[config.mk]
export PLATFORM = sky130hd
export DESIGN_NAME = operand_fetch_flat
export DESIGN_NICKNAME = d
export VERILOG_FILES = /design/src/rtl/pipeline_pkg.sv /design/src/rtl/operand_fetch_if.sv /design/src/rtl/reg_scoreboard.sv /design/src/rtl/operand_fetch.sv /design/src/flat_wrapper.sv
export SDC_FILE = /design/constraint.sdc
export NUM_CORES = 1
export LEC_CHECK = 0
export BUFFER_PORTS_ARGS = -buffer_cell sky130_fd_sc_hd__buf_4
export CAP_MARGIN = 20
export CORE_AREA = 2 2 147 149
export CTS_BUF_LIST = sky130_fd_sc_hd__clkbuf_4 sky130_fd_sc_hd__clkbuf_8 sky130_fd_sc_hd__clkbuf_16
export CTS_CLUSTER_SIZE = 16
export DETAILED_ROUTE_END_ITERATION = 8
export DIE_AREA = 0 0 149 151
export GPL_TIMING_DRIVEN = 0
export PLACE_DENSITY_LB_ADDON = 0.1
export SYNTH_ARGS = -nofsm -noshare
export SYNTH_HDL_FRONTEND = slang
export SYNTH_SLANG_ARGS = --single-unit
[constraint.sdc]
create_clock -name CLK -period 6.94 [get_ports CLK]
set_input_delay 0.694 -clock CLK [delete_from_list [all_inputs] [get_ports CLK]]
set_output_delay 0.694 -clock CLK [all_outputs]
set_load 0.005 [all_outputs]
[src/rtl/pipeline_pkg.sv]
// pipeline_pkg: shared widths, register index type and operand-fetch FSM states
package pipeline_pkg;
    localparam int XLEN = 32;
    localparam int XCNT = 32;
    localparam int IDXW = $clog2(XCNT);
    typedef logic [IDXW-1:0] regidx_t;
    typedef enum logic [1:0] {IDLE, HAZARD, READ, OUT} state_t;
endpackage

[src/rtl/operand_fetch_if.sv]
// operand_fetch_if: decoder, register-file read, writeback and execute handshakes
interface operand_fetch_if #(
    parameter int XLEN = pipeline_pkg::XLEN,
    parameter int IW = $clog2(pipeline_pkg::XCNT)
);
    import pipeline_pkg::*;
    logic DEC_VALID, DEC_READY;
    logic [IW-1:0] DEC_RS1, DEC_RS2, DEC_RD;
    logic [31:0] DEC_PAYLOAD;
    logic [IW-1:0] RCH1_IDX, RCH2_IDX;
    logic RCH1_REQ, RCH2_REQ, RCH1_RESP, RCH2_RESP;
    logic [XLEN-1:0] RCH1_VAL, RCH2_VAL;
    logic WB_VALID;
    logic [IW-1:0] WB_IDX;
    logic EX_VALID, EX_READY;
    logic [XLEN-1:0] EX_RS1_VAL, EX_RS2_VAL;
    logic [IW-1:0] EX_RD;
    logic [31:0] EX_PAYLOAD;
    modport slave (
        input DEC_VALID, DEC_RS1, DEC_RS2, DEC_RD, DEC_PAYLOAD,
        input RCH1_RESP, RCH2_RESP, RCH1_VAL, RCH2_VAL,
        input WB_VALID, WB_IDX, EX_READY,
        output DEC_READY, RCH1_IDX, RCH2_IDX, RCH1_REQ, RCH2_REQ,
        output EX_VALID, EX_RS1_VAL, EX_RS2_VAL, EX_RD, EX_PAYLOAD
    );
    modport master (
        output DEC_VALID, DEC_RS1, DEC_RS2, DEC_RD, DEC_PAYLOAD,
        output RCH1_RESP, RCH2_RESP, RCH1_VAL, RCH2_VAL,
        output WB_VALID, WB_IDX, EX_READY,
        input DEC_READY, RCH1_IDX, RCH2_IDX, RCH1_REQ, RCH2_REQ,
        input EX_VALID, EX_RS1_VAL, EX_RS2_VAL, EX_RD, EX_PAYLOAD
    );
endinterface

[src/rtl/reg_scoreboard.sv]
// reg_scoreboard: per-register busy bits, set on issue, cleared on writeback
module reg_scoreboard #(
    parameter int XCNT = pipeline_pkg::XCNT,
    localparam int IW = $clog2(XCNT)
) (
    input  logic            CLK,
    input  logic            RSTN,
    input  logic            set_en,
    input  logic [IW-1:0]   set_idx,
    input  logic            clr_en,
    input  logic [IW-1:0]   clr_idx,
    output logic [XCNT-1:0] busy
);
    import pipeline_pkg::*;
    logic [XCNT-1:0] busy_n;
    // set beats clear on the same index; register 0 is never tracked
    always_comb begin
        busy_n = busy;
        for (int i = 1; i < XCNT; i++)
            busy_n[i] = (set_en && set_idx == IW'(i)) ? 1'b1 :
                        (clr_en && clr_idx == IW'(i)) ? 1'b0 : busy[i];
    end
    // busy table register
    always_ff @(posedge CLK or posedge RSTN)
        if (RSTN) busy <= '0;
        else busy <= busy_n;
endmodule

[src/rtl/operand_fetch.sv]
// operand_fetch: waits out RAW hazards, reads both sources, hands operands to execute
module operand_fetch #(
    parameter int XLEN = pipeline_pkg::XLEN,
    parameter int XCNT = pipeline_pkg::XCNT
) (
    input logic CLK,
    input logic RSTN,
    operand_fetch_if.slave bus
);
    import pipeline_pkg::*;
    localparam int IW = $clog2(XCNT);
    state_t state, state_n;
    logic [IW-1:0] rs1, rs2, rd;
    logic [31:0] payload;
    logic [XLEN-1:0] v1, v2;
    logic [XCNT-1:0] busy;
    logic p1, p2, stall, go, accept, ex_fire, done1, done2;
    assign stall = (rs1 != '0 && busy[rs1]) || (rs2 != '0 && busy[rs2]);
    assign go = state == HAZARD && !stall;
    assign accept = bus.DEC_VALID && bus.DEC_READY;
    assign ex_fire = bus.EX_VALID && bus.EX_READY;
    assign done1 = !p1 || bus.RCH1_RESP;
    assign done2 = !p2 || bus.RCH2_RESP;
    assign bus.DEC_READY = state == IDLE && !RSTN;
    assign bus.RCH1_REQ = (go && rs1 != '0) || (state == READ && p1);
    assign bus.RCH2_REQ = (go && rs2 != '0) || (state == READ && p2);
    assign bus.RCH1_IDX = rs1;
    assign bus.RCH2_IDX = rs2;
    assign bus.EX_VALID = state == OUT;
    assign bus.EX_RS1_VAL = v1;
    assign bus.EX_RS2_VAL = v2;
    assign bus.EX_RD = rd;
    assign bus.EX_PAYLOAD = payload;
    // walk IDLE -> HAZARD -> READ -> OUT, skipping READ when no source is used
    always_comb
        state_n = state == IDLE   ? (accept ? HAZARD : IDLE) :
                  state == HAZARD ? (stall ? HAZARD : (rs1 == '0 && rs2 == '0) ? OUT : READ) :
                  state == READ   ? ((done1 && done2) ? OUT : READ) :
                                    (ex_fire ? IDLE : OUT);
    // instruction latch, outstanding-request flags and operand capture
    always_ff @(posedge CLK or posedge RSTN)
        if (RSTN) begin
            state <= IDLE;
            rs1 <= '0;
            rs2 <= '0;
            rd <= '0;
            payload <= '0;
            v1 <= '0;
            v2 <= '0;
            p1 <= 1'b0;
            p2 <= 1'b0;
        end else begin
            state <= state_n;
            if (accept) begin
                rs1 <= bus.DEC_RS1;
                rs2 <= bus.DEC_RS2;
                rd <= bus.DEC_RD;
                payload <= bus.DEC_PAYLOAD;
                v1 <= '0;
                v2 <= '0;
            end
            if (go) begin
                p1 <= rs1 != '0;
                p2 <= rs2 != '0;
            end
            if (state == READ && p1 && bus.RCH1_RESP) begin
                v1 <= bus.RCH1_VAL;
                p1 <= 1'b0;
            end
            if (state == READ && p2 && bus.RCH2_RESP) begin
                v2 <= bus.RCH2_VAL;
                p2 <= 1'b0;
            end
        end
    reg_scoreboard #(.XCNT(XCNT)) u_sb (
        .CLK(CLK),
        .RSTN(RSTN),
        .set_en(ex_fire && rd != '0),
        .set_idx(rd),
        .clr_en(bus.WB_VALID),
        .clr_idx(bus.WB_IDX),
        .busy(busy)
    );
endmodule

[src/flat_wrapper.sv]
// flat-port wrapper written by rule: the top's interface ports become plain ports
module operand_fetch_flat import pipeline_pkg::*;
#(
    parameter int XLEN = pipeline_pkg::XLEN,
    parameter int XCNT = pipeline_pkg::XCNT
)
  (CLK, RSTN, bus_DEC_VALID, bus_DEC_RS1, bus_DEC_RS2, bus_DEC_RD, bus_DEC_PAYLOAD, bus_RCH1_RESP, bus_RCH2_RESP, bus_RCH1_VAL, bus_RCH2_VAL, bus_WB_VALID, bus_WB_IDX, bus_EX_READY, bus_DEC_READY, bus_RCH1_IDX, bus_RCH2_IDX, bus_RCH1_REQ, bus_RCH2_REQ, bus_EX_VALID, bus_EX_RS1_VAL, bus_EX_RS2_VAL, bus_EX_RD, bus_EX_PAYLOAD);
  operand_fetch_if #(.XLEN(XLEN)) bus_i ();
  input logic CLK;
  input logic RSTN;
  input wire logic [$bits(bus_i.DEC_VALID)-1:0] bus_DEC_VALID;
  input wire logic [$bits(bus_i.DEC_RS1)-1:0] bus_DEC_RS1;
  input wire logic [$bits(bus_i.DEC_RS2)-1:0] bus_DEC_RS2;
  input wire logic [$bits(bus_i.DEC_RD)-1:0] bus_DEC_RD;
  input wire logic [$bits(bus_i.DEC_PAYLOAD)-1:0] bus_DEC_PAYLOAD;
  input wire logic [$bits(bus_i.RCH1_RESP)-1:0] bus_RCH1_RESP;
  input wire logic [$bits(bus_i.RCH2_RESP)-1:0] bus_RCH2_RESP;
  input wire logic [$bits(bus_i.RCH1_VAL)-1:0] bus_RCH1_VAL;
  input wire logic [$bits(bus_i.RCH2_VAL)-1:0] bus_RCH2_VAL;
  input wire logic [$bits(bus_i.WB_VALID)-1:0] bus_WB_VALID;
  input wire logic [$bits(bus_i.WB_IDX)-1:0] bus_WB_IDX;
  input wire logic [$bits(bus_i.EX_READY)-1:0] bus_EX_READY;
  output wire logic [$bits(bus_i.DEC_READY)-1:0] bus_DEC_READY;
  output wire logic [$bits(bus_i.RCH1_IDX)-1:0] bus_RCH1_IDX;
  output wire logic [$bits(bus_i.RCH2_IDX)-1:0] bus_RCH2_IDX;
  output wire logic [$bits(bus_i.RCH1_REQ)-1:0] bus_RCH1_REQ;
  output wire logic [$bits(bus_i.RCH2_REQ)-1:0] bus_RCH2_REQ;
  output wire logic [$bits(bus_i.EX_VALID)-1:0] bus_EX_VALID;
  output wire logic [$bits(bus_i.EX_RS1_VAL)-1:0] bus_EX_RS1_VAL;
  output wire logic [$bits(bus_i.EX_RS2_VAL)-1:0] bus_EX_RS2_VAL;
  output wire logic [$bits(bus_i.EX_RD)-1:0] bus_EX_RD;
  output wire logic [$bits(bus_i.EX_PAYLOAD)-1:0] bus_EX_PAYLOAD;
  assign bus_i.DEC_VALID = bus_DEC_VALID;
  assign bus_i.DEC_RS1 = bus_DEC_RS1;
  assign bus_i.DEC_RS2 = bus_DEC_RS2;
  assign bus_i.DEC_RD = bus_DEC_RD;
  assign bus_i.DEC_PAYLOAD = bus_DEC_PAYLOAD;
  assign bus_i.RCH1_RESP = bus_RCH1_RESP;
  assign bus_i.RCH2_RESP = bus_RCH2_RESP;
  assign bus_i.RCH1_VAL = bus_RCH1_VAL;
  assign bus_i.RCH2_VAL = bus_RCH2_VAL;
  assign bus_i.WB_VALID = bus_WB_VALID;
  assign bus_i.WB_IDX = bus_WB_IDX;
  assign bus_i.EX_READY = bus_EX_READY;
  assign bus_DEC_READY = bus_i.DEC_READY;
  assign bus_RCH1_IDX = bus_i.RCH1_IDX;
  assign bus_RCH2_IDX = bus_i.RCH2_IDX;
  assign bus_RCH1_REQ = bus_i.RCH1_REQ;
  assign bus_RCH2_REQ = bus_i.RCH2_REQ;
  assign bus_EX_VALID = bus_i.EX_VALID;
  assign bus_EX_RS1_VAL = bus_i.EX_RS1_VAL;
  assign bus_EX_RS2_VAL = bus_i.EX_RS2_VAL;
  assign bus_EX_RD = bus_i.EX_RD;
  assign bus_EX_PAYLOAD = bus_i.EX_PAYLOAD;
  operand_fetch #(.XLEN(XLEN), .XCNT(XCNT)) u_core (.CLK(CLK), .RSTN(RSTN), .bus(bus_i));
endmodule
==> results summary <==
The flow ran to the end, and the final reports show no timing, DRC or antenna violations. Power spread over the standard cell area amounts to 439 mW/mm^2. 238 I/O pins were placed. The maximum count of clock buffers along a single path is 2. By count the netlist is led by dfrtp_1, a22o_1, o21ai_0, mux2_2, nand2_1. STA classifies the critical path startpoint as a register. The per-cell routed wire length is 18.8 um. For the pin with the worst max-slew slack, the measured transition is roughly 0.60 ns.

The post-synthesis net count came out at a little under 600. The sequential cell area fraction in the yosys report is 0.590. The area of the die is between 0.02 and 0.025 mm^2. The final standard cell count with taps included and fillers excluded came out at 1007. The number of H-tree levels is 4. The average vias per placed instance came out at 4.97. The final net count came out at 843. The first routing iteration left approximately 230 violations. The number of synthesis warnings came out at 0.

The repair_antennas step left the layout with diodes totalling 0. The largest voltage drop on the vdd net is 0.000164 V. The pin count of the biggest net entering global routing came out at 85.

The global-route wire length before repair is 29400 um. The clock network latency to the later pin of the worst-skew pair came out at 0.42 ns. The worst clock skew on the final layout is 0.00523 ns.

The post-synthesis instance area came out at 0.00619 mm^2. Counting tap cells, the placed design contains a total of 976 instances. The global routing usage summed across all routing layers came out at 0.170. After synthesis, the mean cell area works out to around 13 um^2.

The cell accounting for the most synthesized area is dfrtp_1. Setup violations remaining at the end of the flow were counted as 0. The number of buffers and inverters on the critical path is 2. The number of setup buffers added after CTS came out at 0. For the finished layout, the period the worst path requires is 3.40 ns. The floorplan die width came out at 149 um. The design internal power is 2630 uW. The reg-to-reg critical path endpoint is u_core.bus.RCH2_IDX[2]$_DFFE_PP0P_. Counting flops with a built-in enable in the synthesized netlist gives 0. The weighted congestion reported at the end of routability-driven placement came out at 0.828. The post-cts gate resize count is 0. The number of cell instances on the worst register-to-register path is 6. The initialized floorplan defines 53 standard-cell rows. On the critical path, the stage with the largest delay is an instance of mux4_2. The placed wire-length estimate is 14200 um. The fraction of synthesized cell area taken by the top area cell type is 0.590. The fraction of the cycle the final worst path needs is 0.489. Synthesis handed over a netlist of 463 instances.

The post-layout instance area is slightly below 0.009 mm^2. The power after layout came out at 3920 uW. The vertical extent of the die came out at 151 um. The total DRC errors in the routed layout came out at 0. Yosys instantiated no cell more often than dfrtp_1. Clock-pin slew was measured on the worst setup and hold paths at 0.06 ns. The utilization of the core after routing came out at 0.429. By area the synthesized netlist is led by dfrtp_1, a22o_1, mux2_2. In this design, the stage delay of the slowest critical-path cell is 0.54 ns.

The total count of max-transition violations in the final report is 0. Synthesis instantiated 43 different standard cells from the library. Of the total power, the clock network draws 0.233.

The count of input and output buffers is 237. The initial antenna violation count is 0. The analysis attributes to cell leakage a power of 0.00431 uW. The critical path capture point type is an output pin.

The area after detailed placement came out at roughly 0.0083 mm^2. In this run the worst hold path is classified as in2async. The data arrival time at the worst-slack endpoint came out at roughly 2.7 ns. The switching part of the total power came out at 0.329. The reported net switching power is around 1300 uW. Among all flip-flop cells after synthesis, the most frequent one is dfrtp_1. The share of async-settable or async-resettable flops after synthesis came out at 1.00. The relative contribution of combinational cells to total power is 0.389.

Setup repair after global routing left no endpoint under its margin. The number of detailed-routing iterations run before antenna repair is 4. The aggregate global routing overflow came out at 0. The area inside the core boundary came out at between 0.02 and 0.025 mm^2. The initial core utilization came out at 0.297. The fraction of layout cells with a size suffix above 1 came out at 0.470.

The setup slack on the worst flop-to-flop path is between 4 and 5 ns. The final sum of negative setup slack came out at 0 ns. Max-cap violations in this run came to 0.

The total clock sinks is ~150. The worst relative slew slack is 0.601. The area of combinational cells with multiple inputs came out at 0.00235 mm^2. The number of hold-slack violations in the final timing report came out at 0. The area used by sequential logic in the layout came out at 0.00365 mm^2. The kind of cell adding the most delay to the critical path is multiplexers.

Counting the buffers created by CTS gives 17. The hold buffer count at CTS came out at 0. The remaining number of nets flagged by the antenna check after routing is 0. The most prevalent standard cell on the critical path is mux4_2. The maximum fanout count along the critical path came out at 9. The area growth from synthesis to layout came out at 44.2%. TritonCTS built the clock tree. The via count of the first global-routing pass is 5282.

The critical path goes through buf_6 > mux4_2 > mux4_2 > nand2b_4 > o211ai_4 > nand3b_4 > o21ai_1 > buf_4. The number of fillers in the final layout came out at 2013. The number of storage elements in the synthesis netlist came out at approximately 150. The share of total power dissipated in sequential elements is 0.379. The total wire length after detailed routing came out at roughly 19000 um. In this run the critical register-to-register path is launched from u_core.state[0]$_DFF_PP0_.

The timing-limited maximum frequency is slightly below 300 MHz. Detailed routing inserted a total of between 5000 and 6000 vias. STA puts the critical path data required time at 6.25 ns. The critical path is of the reg2out type. The CTS root buffer is clkbuf_16.
-- routing by layer --
metal  up-vias  GRT usage  wire (um)
met2       221      0.267       8930
met1      2481      0.220       7980
li1       2269          -          -
met5         -          0          0
met3        38     0.0488       1430
met4         0     0.0771        601
-- worst max path at each step --
stage	start	end	slack, ns	cells after the start
after global routing	u_core.bus.RCH1_IDX[2]$_DFFE_PP0P_	bus_RCH2_REQ	3.40	8
final	u_core.bus.RCH1_IDX[2]$_DFFE_PP0P_	bus_RCH1_REQ	3.54	8
after global placement	RSTN	u_core.bus.EX_RD[2]$_DFFE_PP0P_	0.63	2
after CTS	u_core.bus.RCH1_IDX[2]$_DFFE_PP0P_	bus_RCH1_REQ	3.51	8
after detailed placement	u_core.bus.RCH1_IDX[2]$_DFFE_PP0P_	bus_RCH1_REQ	3.97	8
after floorplan	RSTN	u_core.bus.EX_PAYLOAD[0]$_DFFE_PP0P_	2.32	1
-- power groups by stage --
stage	Sequential [uW]	Clock, uW	Combinational (uW)
2_1_floorplan	1460	0	787
3_3_place_gp	1480	0	1530
3_5_place_dp	1490	0	1540
4_1_cts	1490	938	1550
5_1_grt	1540	982	1670
6_report	1480	912	1520
-- state kept, by name (all words and copies together), names as in the netlist --
signal                 cells
u_core.u_sb.busy          31
u_core.state               2
u_core.p2                  1
u_core.bus.EX_RD           5
u_core.bus.EX_RS2_VAL     32
u_core.p1                  1
u_core.bus.EX_RS1_VAL     32
u_core.bus.RCH1_IDX        5
u_core.bus.EX_PAYLOAD     32
u_core.bus.RCH2_IDX        5
-- kinds of logic after synthesis --
family                 count (synthesis)  share of synthesized area
DFF                                  146                      0.590
AOI/OAI and AO/OA                    140                      0.162
and+or+nand+nor                       73                     0.0641
muxes                                 70                      0.154
buffers and inverters                 34                     0.0295
-- metrics by stage --
stage	hold WS, ns	worst slack (ns)
5_1_grt	0.391	3.40
4_1_cts	0.377	3.51
3_5_place_dp	0.483	3.97
2_1_floorplan	0.479	2.32
6_report	0.357	3.54
3_3_place_gp	0.485	0.630
-- cells in the final DEF, fill, tap and decap left out, types with 2 or more instances in the layout --
cell type and instances:
a21oi_1 2, a221oi_2 2, a22o_1 64, and2_1 2, and3_1 3, buf_1 2
buf_2 6, buf_4 237, buf_6 4, bufinv_16 2, clkbuf_1 14, clkbuf_16 17
clkinv_4 3, clkinvlp_4 4, dfrtp_1 146, dlymetal6s2s_1 2, inv_1 5, inv_6 5
mux2_2 46, mux2i_1 10, mux4_1 5, mux4_2 9, nand2_1 21, nand2b_1 6
nand3_1 7, nor2_1 10, nor2b_1 6, nor3_1 4, o21ai_0 61, o21ai_1 2
o41ai_1 2, or2_2 2, or3_1 3
-- area by class of cell --
cell class | instances | share of cell area
inverters | 6 | 0.00308
flip-flops and latches | 146 | 0.409
repair buffers | 238 | 0.202
clock buffers | 17 | 0.0476
clock inverters | 14 | 0.0175
plain buffers | 28 | 0.0179
well taps | 275 | 0.0385
multi-input cells | 283 | 0.264
-- worst register-to-register path, cell delays in order (launching register included) --
cell	delay, ns
dfrtp_1	0.44
nor3_1	0.32
and2_1	0.17
clkbuf_1	0.28
buf_2	0.37
buf_2	0.36
mux2_2	0.38
Power figures use the tool's default switching activity.
